## src/rtl/lcd_cmd_sequencer.sv

```systemverilog
// Walks a window of an external command ROM and hands each entry to the SPI byte master.
// After each byte it waits for a fixed idle gap and then for the entry's own delay.
module lcd_cmd_sequencer #(
   parameter int DW       = 8,
   parameter int AW       = 6,
   parameter int DLYW     = 8,
   parameter int MIN_GAP  = 8,
   parameter int TICK_DIV = 1000
) (
   input  logic                   clk,
   input  logic                   rst,
   input  logic                   i_start,
   input  logic [AW-1:0]          i_base,
   input  logic [AW:0]            i_len,
   input  logic                   i_abort,
   output logic                   o_busy,
   output logic                   o_done,
   output logic                   o_aborted,
   output logic [AW-1:0]          o_rom_addr,
   input  logic [DW+2+DLYW-1:0]   i_rom_data,
   output logic                   o_send,
   output logic [DW-1:0]          o_data,
   output logic                   o_dc,
   output logic                   o_cs,
   input  logic                   i_sent
);

   localparam int EW = DW + 2 + DLYW;
   localparam int GW = $clog2(MIN_GAP + 1);
   localparam int PW = $clog2(TICK_DIV + 1);

   localparam logic [3:0] S_IDLE   = 4'd0;
   localparam logic [3:0] S_FETCH1 = 4'd1;
   localparam logic [3:0] S_FETCH2 = 4'd2;
   localparam logic [3:0] S_SEND   = 4'd3;
   localparam logic [3:0] S_GAP    = 4'd4;
   localparam logic [3:0] S_DELAY  = 4'd5;
   localparam logic [3:0] S_NEXT   = 4'd6;
   localparam logic [3:0] S_DONE   = 4'd7;
   localparam logic [3:0] S_ABORT  = 4'd8;

   logic [3:0]      state, state_nx;
   logic [EW-1:0]   entry_q, entry_nx;
   logic [AW:0]     rem_q, rem_nx;
   logic [GW-1:0]   gap_q, gap_nx;
   logic [PW-1:0]   presc_q, presc_nx;
   logic [DLYW-1:0] dly_q, dly_nx;
   logic            pend_q, pend_nx;
   logic [AW-1:0]   addr_nx;
   logic [DW-1:0]   data_nx;
   logic            send_nx, dc_nx, cs_nx, busy_nx, done_nx, aborted_nx;
   logic [DLYW-1:0] ent_dly;

   assign ent_dly = entry_q[DW+2 +: DLYW];

   // Next-state and counter logic.
   always_comb begin
      // NOTE: every always_comb output gets a default first so no path can infer a latch.
      state_nx = state;
      entry_nx = entry_q;
      rem_nx   = rem_q;
      gap_nx   = gap_q;
      presc_nx = presc_q;
      dly_nx   = dly_q;
      pend_nx  = pend_q;
      addr_nx  = o_rom_addr;

      case (state)
         S_IDLE: begin
            pend_nx = 1'b0;
            if (i_start) begin
               if (i_len != '0) begin
                  state_nx = S_FETCH1;
                  addr_nx  = i_base;
                  rem_nx   = i_len;
               end else begin
                  state_nx = S_DONE;
               end
            end
         end

         S_FETCH1: state_nx = i_abort ? S_ABORT : S_FETCH2;

         S_FETCH2: begin
            if (i_abort) begin
               state_nx = S_ABORT;
            end else begin
               entry_nx = i_rom_data;
               state_nx = S_SEND;
            end
         end

         // An abort here is parked until the byte has left, never cutting a transfer.
         S_SEND: begin
            if (i_sent) begin
               pend_nx = 1'b0;
               if (pend_q || i_abort) begin
                  state_nx = S_ABORT;
               end else begin
                  state_nx = S_GAP;
                  gap_nx   = GW'(MIN_GAP);
               end
            end else if (i_abort) begin
               pend_nx = 1'b1;
            end
         end

         S_GAP: begin
            if (i_abort) begin
               state_nx = S_ABORT;
            end else if (gap_q == GW'(1)) begin
               if (ent_dly != '0) begin
                  state_nx = S_DELAY;
                  dly_nx   = ent_dly;
                  presc_nx = PW'(TICK_DIV);
               end else begin
                  state_nx = S_NEXT;
               end
            end else begin
               gap_nx = gap_q - GW'(1);
            end
         end

         // Prescaler reloads per unit, so delay*TICK_DIV cycles elapse without a multiplier.
         S_DELAY: begin
            if (i_abort) begin
               state_nx = S_ABORT;
            end else if (presc_q == PW'(1)) begin
               if (dly_q == DLYW'(1)) begin
                  state_nx = S_NEXT;
               end else begin
                  dly_nx   = dly_q - DLYW'(1);
                  presc_nx = PW'(TICK_DIV);
               end
            end else begin
               presc_nx = presc_q - PW'(1);
            end
         end

         S_NEXT: begin
            if (i_abort) begin
               state_nx = S_ABORT;
            end else begin
               rem_nx = rem_q - 1'b1;
               if (rem_q == (AW+1)'(1)) begin
                  state_nx = S_DONE;
               end else begin
                  addr_nx  = o_rom_addr + AW'(1);
                  state_nx = S_FETCH1;
               end
            end
         end

         S_DONE:  state_nx = S_IDLE;
         S_ABORT: state_nx = S_IDLE;
         default: state_nx = S_IDLE;
      endcase

      if (state_nx == S_IDLE) addr_nx = '0;
   end

   // Output values are derived from the next state so every output comes straight off a flop.
   always_comb begin
      send_nx    = 1'b0;
      data_nx    = '0;
      dc_nx      = o_dc;
      cs_nx      = o_cs;
      busy_nx    = 1'b1;
      done_nx    = 1'b0;
      aborted_nx = 1'b0;

      case (state_nx)
         S_IDLE: begin
            busy_nx = 1'b0;
            dc_nx   = 1'b1;
            cs_nx   = 1'b1;
         end
         S_SEND: begin
            send_nx = 1'b1;
            data_nx = entry_nx[DW-1:0];
            dc_nx   = entry_nx[DW];
            cs_nx   = entry_nx[DW+1];
         end
         S_DONE: begin
            done_nx = 1'b1;
            dc_nx   = 1'b1;
            cs_nx   = 1'b1;
         end
         S_ABORT: begin
            aborted_nx = 1'b1;
            dc_nx      = 1'b1;
            cs_nx      = 1'b1;
         end
         default: ;
      endcase
   end

   always_ff @(posedge clk or negedge rst) begin
      if (!rst) begin
         state      <= S_IDLE;
         entry_q    <= '0;
         rem_q      <= '0;
         gap_q      <= '0;
         presc_q    <= '0;
         dly_q      <= '0;
         pend_q     <= 1'b0;
         o_rom_addr <= '0;
         o_send     <= 1'b0;
         o_data     <= '0;
         o_dc       <= 1'b1;
         o_cs       <= 1'b1;
         o_busy     <= 1'b0;
         o_done     <= 1'b0;
         o_aborted  <= 1'b0;
      end else begin
         // NOTE: non-blocking assignments so every flop samples pre-edge values.
         state      <= state_nx;
         entry_q    <= entry_nx;
         rem_q      <= rem_nx;
         gap_q      <= gap_nx;
         presc_q    <= presc_nx;
         dly_q      <= dly_nx;
         pend_q     <= pend_nx;
         o_rom_addr <= addr_nx;
         o_send     <= send_nx;
         o_data     <= data_nx;
         o_dc       <= dc_nx;
         o_cs       <= cs_nx;
         o_busy     <= busy_nx;
         o_done     <= done_nx;
         o_aborted  <= aborted_nx;
      end
   end

endmodule

```

## config.mk

```make
export PLATFORM = sky130hd
export DESIGN_NAME = lcd_cmd_sequencer
export DESIGN_NICKNAME = d
export VERILOG_FILES = /design/src/rtl/lcd_cmd_sequencer.sv
export SDC_FILE = /design/constraint.sdc
export NUM_CORES = 1
export LEC_CHECK = 0
export ABC_CLOCK_PERIOD_IN_PS = 5200
export BUFFER_PORTS_ARGS = -buffer_cell sky130_fd_sc_hd__buf_2
export CORE_ASPECT_RATIO = 0.9
export CORE_UTILIZATION = 40
export DETAILED_ROUTE_END_ITERATION = 6
export GPL_TIMING_DRIVEN = 0
export HOLD_SLACK_MARGIN = 0.1
export PLACE_DENSITY = 0.64
export SLEW_MARGIN = 10
export SYNTH_ARGS = -nofsm -noshare
export SYNTH_HDL_FRONTEND = slang
export SYNTH_SLANG_ARGS = --single-unit
```

## constraint.sdc

```tcl
create_clock -name clk -period 5.2 [get_ports clk]
set_clock_uncertainty 0.15 [all_clocks]
set_input_delay 0.52 -clock clk [delete_from_list [all_inputs] [get_ports clk]]
set_output_delay 0.52 -clock clk [all_outputs]
set_load 0.02 [all_outputs]
```

==> reports/metrics.yaml, run 1 <==
yosys:
  synth_area_leaders: "dfrtp_1 (45%), mux2_2 (5.2%), a21oi_1 (3.3%)"
  syn_inst: 387
  synth.cell_area_um2: 3920
  ys_seq_area_share_pct: 46.1
  async_flop_share_pct: 100
  syn_avg_cell_area_um2: 10.1
  synth_top_cell_by_area: "dfrtp_1"
  syn-num-nets: 432
  synth_common_cells: "dfrtp_1 (70), nor2_1 (34), nand2_1 (28)"
  synth_top_area_share_pct: 44.7
  yosysWarnings: 0
  synth-edff-count: 0
  ys_types: 69
  synthMostInstantiatedCell: "dfrtp_1"
  synthFlopType: "dfrtp_1"
  yosys_register_bits: 72
route:
  drc: 0
  antenna_left: 0
  via_count: 3196
  wirelength_mm: 8.58
  avgViaCountPerCell: 5.49
  drtIter0Drc: 162
  wl_per_cell_um: 14.7
  firstDrtPassIters: 4
layout:
  nets: 500
  syn2layout_area_growth_pct: 16.9
  drive_above_1_share_pct: 28.0
  diodes: 0
  fin_cells: 582
cts:
  cts_tree: "done"
  cts.sinks: 72
  cts_buffers: 9
  cts_max_level: 3
  postCtsSetupBuffers: 0
  clk-insertion-delay-late_ns: 0.36
  clk_pin_slew_worst_paths_ns: 0.09
  cts-root-buf: "clkbuf_8"
  cts_max_path_buffers: 2
global_routing:
  grt_pass1_wl_mm: 14.7
  grt_overflow_total: 0
  grt_usage_pct: 18.5
  antenna_found_initial: 0
  grt_start_max_net_pins: 52
  grt_pass1_vias: 3079
sta:
  drv_slew: 0
  layout_setup_ws_ns: 2.82
  maxSlewHeadroom_pct: 49.5
  setup_violations: 0
  rsz0062_at_grt: "false"
  finalCriticalPeriod_ns: 2.38
  final_hold_viol_count: 0
  period_share_pct: 45.8
  finalSetupTns_ns: 0
  worst_pin_slew_ns: 0.751
  fmax_ghz: 0.420
place:
  portBuffers: 55
  numPlacedInstances: 565
  place_congestion: 0.830
  place_hpwl_mm: 6.32
  dp_slack_ns: 2.69
power_and_ir_drop:
  comb_power_share_pct: 38.0
  switching_share_pct: 40.2
  power.density_nw_per_um2: 471
  p_leak_nw: 2.10
  p_sw_w: 0.000866
  power_frac_clock_pct: 20.2
  seqPwrFrac_pct: 41.8
  cellInternalPower_w: 0.00129
  vdd_drop_max_mv: 0.228
worst_setup_path:
  cp_slowest_cell: "a31oi_1"
  rrSetupSlack_ns: 2.82
  crit_start: "state[0]"
  cp.arrival_ns: 2.46
  crit_path_start_kind: "register"
  r2r_start: "state[0]"
  worstPathRequired_ns: 5.28
  slowest_delay_ns: 0.47
  crit_chain: "buf_2, clkbuf_1, nand3_1, a31oi_1, o31a_1, o31ai_2"
  critPathKind: "reg2reg"
  cp_max_fo: 10
  worstSetupEndpointType: "register"
floorplan:
  coreArea_um2: 9290
  die_h_um: 95.9
  die_w_um: 106
  rows: 33
  initial_core_util_pct: 42.2
  io_pins: 56
  die-area_um2: 10200
job:
  max_cap_violations: 0
run_status:
  status: "complete, no violations"
worst_hold_path:
  worstHoldPathType: "in2reg"
  min_from: "i_rom_data[13]"
## logic make-up (layout without fill, tap and decap cells)
group,Yosys count,in the layout,synth area share (%)
fa+ha+maj,9,9,2.88
simple gates,143,143,20.8
xor+xnor,2,2,0.447
buf+inv,35,108,4.31
mux,23,23,6.45
compound gates,103,103,19.0
flops,72,72,46.1
## metal layers
layer | routed length (um) | vias up | GRT usage, %
met2 | 4010 | 83 | 29.9
met4 | 84 | 0 | 4.98
met5 | 0 | - | 0
met3 | 466 | 7 | 5.08
met1 | 4010 | 1545 | 24.5
li1 | - | 1561 | -
## timing repair
item                                    in CTS  in global routing
hold endpoints to repair                    21                  0
hold buffers                                 1                  0
gates resized for setup                      0                  0
endpoints found under the setup margin       0                  0
## per-stage QoR
stage / area (um^2) / power [W] / hold slack [ns] / utilization [%]
final: 4580 / 0.00216 / 0.239 / 49.3
after global placement: 4340 / 0.00170 / 0.323 / 46.8
after global routing: 4580 / 0.00232 / 0.228 / 49.3
after floorplan: 3920 / 0.00150 / 0.0744 / -
after CTS: 4580 / 0.00218 / 0.224 / 49.3
after detailed placement: 4370 / 0.00173 / 0.278 / 47.1
## final timing paths
check	endpoint	cells after the start
hold reg to reg	entry_q[3]	1
hold / removal	entry_q[13]	2
min in group asynchronous	o_data[1]	2
setup / recovery	presc_q[8]	6
max in group asynchronous	o_dc	3
setup reg to reg	presc_q[8]	6
## registers in the layout, indices dropped and copies added (netlist names), 4 cells and up
name and flops:
dly_q 8, entry_q 18, gap_q 4, o_data 8, o_rom_addr 6, presc_q 10, rem_q 7, state 4
## critical path: cells and delay by family, from the launching register on
family / cells / cell delay, ns
compound gates: 3 / 0.75
simple gates: 1 / 0.43
buf+inv: 2 / 0.59
flops: 1 / 0.32
## power by group through the flow
stage          sequential, W  combinational (W)  clock (W)
6_report            0.000901           0.000819   0.000436
3_5_place_dp        0.000912           0.000820          0
4_1_cts             0.000901           0.000824   0.000454
3_3_place_gp        0.000905           0.000799          0
5_1_grt             0.000931           0.000916   0.000473
2_1_floorplan       0.000929           0.000569          0
## layout by cell type (no fill, tap or decap), drive strengths merged, types with 8 or more instances in the layout
cell    synthesis  routed
dfrtp          70      70
buf            10      66
nor2           36      36
nand2          28      28
a21oi          26      26
o21ai          23      23
inv            18      23
nand3          19      19
mux2           18      18
clkbuf          7      16
and2           11      11
ha              9       9
nor4            9       9
nor3            8       8
o31ai           8       8
## area by class of cell
class | instances | area, um^2
plain buffers | 17 | 101
clock inverters | 7 | 71.3
fillers | 875 | 4710
repair buffers | 57 | 315
inverters | 18 | 67.6
multi-input cells | 280 | 1940
clock buffers | 9 | 124
flip-flops and latches | 72 | 1800
well taps | 122 | 153
Note: power is estimated with default switching activity, not from simulation.
==> inputs of run 2 (changes only) <==
--- a/config.mk
+++ b/config.mk
@@ -5,7 +5,8 @@
 export SDC_FILE = /design/constraint.sdc
 export NUM_CORES = 1
 export LEC_CHECK = 0
-export ABC_CLOCK_PERIOD_IN_PS = 5200
+export ABC_AREA = 1
+export ABC_CLOCK_PERIOD_IN_PS = 2300
 export BUFFER_PORTS_ARGS = -buffer_cell sky130_fd_sc_hd__buf_2
 export CORE_ASPECT_RATIO = 0.9
 export CORE_UTILIZATION = 40
==> constraint.sdc (replaced) <==
create_clock -name clk -period 2.3 [get_ports clk]
set_clock_uncertainty 0.15 [all_clocks]
set_input_delay 0.23 -clock clk [delete_from_list [all_inputs] [get_ports clk]]
set_output_delay 0.23 -clock clk [all_outputs]
set_load 0.02 [all_outputs]
==> run 2 against run 1 <==
Against the previous run:
- setup slack worse by 2.5 ns
- synthesized area fell by 0.13%
- sequential power up 130%
- global-route usage shrank 0.23 points
- largest cell class is now registers
==> reports/metrics.yaml, run 2 <==
yosys:
  synth.cell_area_um2: 3910  # -0.13%
  synth_top_area_share_pct: 44.8  # +0.057 points
  ys_seq_area_share_pct: 46.1  # +0.059 points
  synthMostInstantiatedCell: "nand2_1"
  syn-num-nets: 528  # +22%
  synth-edff-count: 0  # unchanged
  synth_common_cells: "nand2_1 (94), dfrtp_1 (70), nor2_1 (62)"
  yosys_register_bits: 72  # unchanged
  synthFlopType: "dfrtp_1"
  async_flop_share_pct: 100  # unchanged
  synth_area_leaders: "dfrtp_1 (45%), nand2_1 (9.0%), nor2_1 (6.0%)"
  synth_top_cell_by_area: "dfrtp_1"
  syn_avg_cell_area_um2: 8.10  # -20%
  yosysWarnings: 0  # unchanged
  ys_types: 32  # -54%
  syn_inst: 483  # +25%
floorplan:
  initial_core_util_pct: 42.1  # -0.054 points
  die_h_um: 95.8  # about the same
  coreArea_um2: 9290  # unchanged
  die-area_um2: 10200  # -0.12%
  die_w_um: 106  # about the same
  io_pins: 56  # unchanged
  rows: 33  # unchanged
layout:
  mostFrequentLayoutCells: "nand2_1 (94), dfrtp_1 (70), nor2_1 (62)"
  diodes: 0  # unchanged
  n_fill_cell: 865  # -1.1%
  largest_register_ffs: 18  # unchanged
  drive_above_1_share_pct: 22.2  # -5.9 points
  reg.largest.list: "entry_q: 18 flops, presc_q: 10 flops"
  mostFrequentLayoutCell: "nand2_1"
  syn2layout_area_growth_pct: 23.4
  nets: 622  # +24%
  regMostFlops: "entry_q"
route:
  wl_per_cell_um: 11.8  # -20%
  highest_layer: "met4"
  wl_met3_um: 320  # -31%
  drc: 0  # unchanged
  drt-met1-wl_mm: 3.86  # -3.8%
  avgViaCountPerCell: 4.90  # -11%
  met2_length_mm: 3.97  # -1.1%
  firstDrtPassIters: 6  # +2
  antenna_left: 0  # unchanged
  wirelength_mm: 8.30  # -3.2%
  drtIter0Drc: 175  # +8.0%
  via_count: 3452  # +8.0%
worst_setup_path:
  rrSetupSlack_ns: 0.31  # -2.51 ns
  cp.arrival_ns: 2.07  # -0.39 ns
  cp_slowest_cell: "dfrtp_1"
  critPathKind: "reg2reg"
  worstSetupEndpointType: "register"
  r2r_start: "presc_q[1]"
  crit_chain: "inv_1, ha_1, inv_1, nor2_1, nand3_1, nor2_2, inv_1, nand2_2, nand3_1, nand2_2, inv_2, nand2_1, nand3_1"
  reg2reg_depth: 13  # +7
  timing.rr.end: "presc_q[8]"
  worstPathRequired_ns: 2.38  # -2.90 ns
  slowest_delay_ns: 0.39  # -0.08 ns
  cp_max_fo: 9  # -1
  crit_path_start_kind: "register"
power_and_ir_drop:
  seqPwrFrac_pct: 41.7  # about the same
  vdd_drop_max_mv: 0.436  # +91%
  power.density_nw_per_um2: 1040  # +120%
  p_sw_w: 0.00208  # +140%
  comb_power_share_pct: 39.4  # +1.4 points
  power_frac_clock_pct: 18.8  # -1.4 points
  cellInternalPower_w: 0.00295  # +130%
  p_leak_nw: 2.46  # +17%
  switching_share_pct: 41.4  # +1.2 points
worst_hold_path:
  hold_depth: 5  # +3
  worstHoldPathType: "in2reg"
  holdPathEnd: "o_rom_addr[4]"
  min_from: "i_base[4]"
sta:
  period_share_pct: 86.6  # +41 points
  rsz0062_at_grt: "false"
  final_hold_viol_count: 0  # unchanged
  finalCriticalPeriod_ns: 1.99  # -0.389 ns
  layout_setup_ws_ns: 0.307  # -2.51 ns
  worst_pin_slew_ns: 0.363  # -0.389 ns
  maxSlewHeadroom_pct: 75.8  # +26 points
  setup_violations: 0  # unchanged
  fmax_ghz: 0.502  # +20%
  timing.hold.ws_ns: 0.135  # -0.104 ns
  finalSetupTns_ns: 0  # unchanged
  drv_slew: 0  # unchanged
place:
  dp_slack_ns: 0.310  # -2.38 ns
  place_congestion: 0.899  # +8.3%
  place_hpwl_mm: 5.88  # -7.1%
  portBuffers: 55  # unchanged
cts:
  ctsResizeCount: 0  # unchanged
  cts_max_path_buffers: 2  # unchanged
  cts-root-buf: "clkbuf_8"
  cts.sinks: 72  # unchanged
  hold_buffers: 27  # +26
  postCtsSetupBuffers: 0  # unchanged
  clk-insertion-delay-late_ns: 0.35  # about the same
  cts_tree: "done"
  cts_max_level: 3  # unchanged
  cts_buffers: 9  # unchanged
  clk_pin_slew_worst_paths_ns: 0.09  # about the same
run_status:
  status: "complete, no violations"
global_routing:
  grt_pass1_vias: 3384  # +9.9%
  grt_usage_pct: 18.3  # -0.23 points
  antenna_found_initial: 0  # unchanged
  grt_start_max_net_pins: 56  # +7.7%
  grt_pass1_wl_mm: 14.7  # -0.18%
  grt_overflow_total: 0  # unchanged
job:
  max_cap_violations: 0  # unchanged
run 2: cell types whose count changed in the layout (fill, tap and decap cells not counted), moves of 7 or more:
cell,change
and2_1,-10
inv_1,+39
dlygate4sd3_1,+26
nor4_1,-7
o21ai_1,+11
nand3_1,+16
inv_2,+8
nand2_2,+8
nor2_1,+28
o21ai_0,+8
clkbuf_1,-7
nand2_1,+66
run 2: power by group through the flow:
stage                     Clock (W)  Combinational [W]  Sequential [W]
final                      0.000948            0.00198         0.00210
after global routing        0.00104            0.00229         0.00217
after CTS                  0.000979            0.00199         0.00210
after detailed placement          0            0.00194         0.00212
after global placement            0            0.00189         0.00211
after floorplan                   0            0.00141         0.00215
run 2: critical path, delay by kind of cell, from the launching register on:
kind                       cells  cell delay [ns]
adders and majority gates      1             0.14
buffers and inverters          4             0.32
DFF                            1             0.39
and+or+nand+nor                8             0.89
run 2: final cells by class:
type	count	area, um^2	share of cell area [%]
sequential	72	1800	37.4
multi-input combinational	337	1800	37.3
timing repair buffer	83	576	11.9
inverter	65	244	5.06
tap	122	153	3.16
clock buffer	9	124	2.57
buffer	9	63.8	1.32
clock inverter	7	61.3	1.27
run 2: metrics by stage:
| step | util, % | cells | area [um^2] | power [W] |
|---|---|---|---|---|
| floorplan | - | 483 | 3910 | 0.00355 |
| global placement | 46.7 | 660 | 4340 | 0.00400 |
| detailed placement | 47.0 | 661 | 4370 | 0.00406 |
| CTS | 51.9 | 704 | 4820 | 0.00506 |
| global route | 51.9 | 704 | 4820 | 0.00550 |
| finish | 51.9 | 704 | 4820 | 0.00503 |
run 2: per-layer routing:
layer  GRT usage [%]  up-vias
li1                -     1748
met1            22.2     1607
met2            32.0       84
met3            3.79       13
met4            7.18        0
met5               0        -
run 2: worst max-delay path by stage:
| stage | end | slack (ns) | from |
|---|---|---|---|
| 5_1_grt | presc_q[3] | 0.12 | presc_q[1] |
| 6_report | presc_q[8] | 0.31 | presc_q[1] |
| 2_1_floorplan | presc_q[9] | 0.58 | presc_q[1] |
| 3_3_place_gp | presc_q[3] | 0.34 | presc_q[1] |
| 3_5_place_dp | presc_q[3] | 0.31 | presc_q[1] |
| 4_1_cts | presc_q[3] | 0.29 | presc_q[1] |
run 2: cells by family after synthesis:
kind of cell / synth area share (%)
compound gates: 10.9
simple gates: 25.7
buf+inv: 7.87
mux: 4.80
flops: 46.1
fa+ha+maj: 2.88
xor+xnor: 1.79
==> inputs of run 3 (changes only) <==
--- a/config.mk
+++ b/config.mk
@@ -9,11 +9,11 @@
 export ABC_CLOCK_PERIOD_IN_PS = 2300
 export BUFFER_PORTS_ARGS = -buffer_cell sky130_fd_sc_hd__buf_2
 export CORE_ASPECT_RATIO = 0.9
-export CORE_UTILIZATION = 40
+export CORE_UTILIZATION = 32
 export DETAILED_ROUTE_END_ITERATION = 6
 export GPL_TIMING_DRIVEN = 0
 export HOLD_SLACK_MARGIN = 0.1
-export PLACE_DENSITY = 0.64
+export PLACE_DENSITY = 0.55
 export SLEW_MARGIN = 10
 export SYNTH_ARGS = -nofsm -noshare
 export SYNTH_HDL_FRONTEND = slang
==> run 3 against run 2 <==
Against the previous run:
- flip-flop and latch count stayed put
- critical path type unchanged
- largest cell class unchanged
- sequential share of layout area is 1.0 points lower
- critical path depth stayed put
- power is 9.3% higher
- routed wire length is 6.3% higher
- non-clock buffer count is 2 lower
==> reports/metrics.yaml, run 3 (same netlist as run 2, synthesis figures left out) <==
global_routing:
  grt_pass1_wl_mm: 15.5  # +5.3%
  grt_pass1_vias: 3358  # -0.77%
  grt_usage_pct: 15.6  # -2.7 points
  grt_start_max_net_pins: 47  # -16%
  grt_overflow_total: 0  # unchanged
  antenna_found_initial: 0  # unchanged
layout:
  final-seq-area_um2: 1800  # unchanged
  reg.largest.list: "entry_q: 18 flops, presc_q: 10 flops"
  diodes: 0  # unchanged
  multi_input_area_um2: 1800  # unchanged
  n_fill_cell: 1209  # +40%
  mostFrequentLayoutCells: "nand2_1 (94), dfrtp_1 (70), nor2_1 (62)"
  syn2layout_area_growth_pct: 26.8
  mostFrequentLayoutCell: "nand2_1"
  nets: 620  # -0.32%
  fin_cells: 736  # +4.5%
  drive_above_1_share_pct: 22.2  # +0.076 points
  regMostFlops: "entry_q"
  largest_register_ffs: 18  # unchanged
cts:
  clk_pin_slew_worst_paths_ns: 0.06  # -0.03 ns
  ctsResizeCount: 0  # unchanged
  cts_max_level: 3  # unchanged
  postCtsSetupBuffers: 0  # unchanged
  cts.sinks: 72  # unchanged
  cts_max_path_buffers: 2  # unchanged
  cts_tree: "done"
  cts-root-buf: "clkbuf_16"
  cts_buffers: 9  # unchanged
  clk-insertion-delay-late_ns: 0.34  # about the same
power_and_ir_drop:
  power.density_nw_per_um2: 1110  # +6.3%
  p_leak_nw: 2.50  # +1.7%
  design_power_total_w: 0.00549  # +9.3%
  vdd_drop_max_mv: 0.382  # -12%
worst_setup_path:
  timing.rr.end: "presc_q[3]"
  crit_chain: "inv_1, ha_1, inv_1, nor2_1, nand3_1, nor2_2, inv_1, nand2_2, nand3_1, nand2_2, inv_2, nand2_1, nand3_1"
  cp_slowest_cell: "dfrtp_1"
  cp_max_fo: 9  # unchanged
  worstSetupEndpointType: "register"
  rrSetupSlack_ns: 0.31  # about the same
  worstPathRequired_ns: 2.37  # about the same
  reg2reg_depth: 13  # unchanged
  slowest_delay_ns: 0.37  # -0.02 ns
  r2r_start: "presc_q[1]"
  critPathKind: "reg2reg"
  cp_num_buf_inv: 4  # unchanged
  cp.arrival_ns: 2.06  # about the same
  critPathTopFamily: "simple AND/OR/NAND/NOR gates"
  crit_path_start_kind: "register"
place:
  numPlacedInstances: 695  # +5.1%
  dp_slack_ns: 0.319  # +0.00854 ns
  place_hpwl_mm: 6.31  # +7.4%
  portBuffers: 55  # unchanged
  place_congestion: 0.851  # -5.4%
floorplan:
  die_w_um: 119  # +12%
  die_h_um: 107  # +12%
  coreArea_um2: 11700  # +26%
  rows: 37  # +12%
  die-area_um2: 12700  # +24%
  initial_core_util_pct: 33.5  # -8.6 points
  io_pins: 56  # unchanged
sta:
  period_share_pct: 86.4  # -0.25 points
  drv_slew: 0  # unchanged
  timing.hold.ws_ns: 0.112  # -0.0229 ns
  layout_setup_ws_ns: 0.313  # +0.00572 ns
  maxSlewHeadroom_pct: 75.0  # -0.82 points
  rsz0062_at_grt: "false"
  final_hold_viol_count: 0  # unchanged
  finalSetupTns_ns: 0  # unchanged
  worst_pin_slew_ns: 0.376  # +0.0127 ns
  finalCriticalPeriod_ns: 1.99  # -0.00572 ns
  setup_violations: 0  # unchanged
  fmax_ghz: 0.503  # +0.29%
route:
  drt-met1-wl_mm: 4.25  # +10%
  drc: 0  # unchanged
  wirelength_mm: 8.83  # +6.3%
  wl_met3_um: 335  # +4.7%
  wl_per_cell_um: 12.0  # +1.7%
  via_count: 3376  # -2.2%
  antenna_left: 0  # unchanged
  firstDrtPassIters: 4  # -2
  avgViaCountPerCell: 4.59  # -6.5%
  highest_layer: "met4"
  drtIter0Drc: 184  # +5.1%
  met2_length_mm: 4.12  # +3.7%
run_status:
  status: "complete, no violations"
worst_hold_path:
  worstHoldPathType: "in2reg"
  min_from: "i_sent"
  hold_depth: 4  # -1
  holdPathEnd: "pend_q"
job:
  max_cap_violations: 0  # unchanged
-- run 3: metal layers --
layer	global-route usage, %	vias up
met5	0	-
met4	6.24	0
li1	-	1749
met2	25.8	50
met1	19.2	1566
met3	4.36	11
-- run 3: stage by stage --
step           utilization (%)  cell area, um^2
6_report                  42.5             4960
3_3_place_gp              37.6             4380
3_5_place_dp              37.8             4410
4_1_cts                   42.5             4960
2_1_floorplan                -             3910
5_1_grt                   42.5             4960
-- run 3: what timing repair did --
action,CTS,global route
endpoints found under the setup margin,0,0
hold buffers,25,0
hold endpoints to repair,102,0
-- run 3: how the worst max path moves through the flow --
stage	end	start	depth (start not counted)	slack, ns
finish	presc_q[3]	presc_q[1]	13	0.31
floorplan	presc_q[9]	presc_q[1]	14	0.58
CTS	presc_q[3]	presc_q[1]	13	0.31
global route	presc_q[8]	presc_q[1]	13	0.03
global placement	presc_q[3]	presc_q[1]	13	0.33
detailed placement	presc_q[3]	presc_q[1]	13	0.32
-- run 3: layout make-up --
class / count / area share, %
timing repair buffer: 81 / 11.2
clock buffer: 9 / 4.54
sequential: 72 / 36.4
buffer: 9 / 1.29
inverter: 65 / 4.92
clock inverter: 7 / 1.44
tap: 156 / 3.94
multi-input combinational: 337 / 36.3
-- run 3: worst register-to-register path: stages (launching register included) --
cell and delay (ns):
dfrtp_1 0.37, inv_1 0.09, ha_1 0.14, inv_1 0.04, nor2_1 0.08, nand3_1 0.09
nor2_2 0.15, inv_1 0.10, nand2_2 0.10, nand3_1 0.09, nand2_2 0.10, inv_2 0.09
nand2_1 0.17, nand3_1 0.10
-- run 3: power breakdown --
part	internal [W]	leakage, nW	switching (W)
clock network	0.000839	0.138	0.000569
registers	0.00177	0.893	0.000327
logic	0.000768	1.47	0.00122
total	0.00338	2.50	0.00211
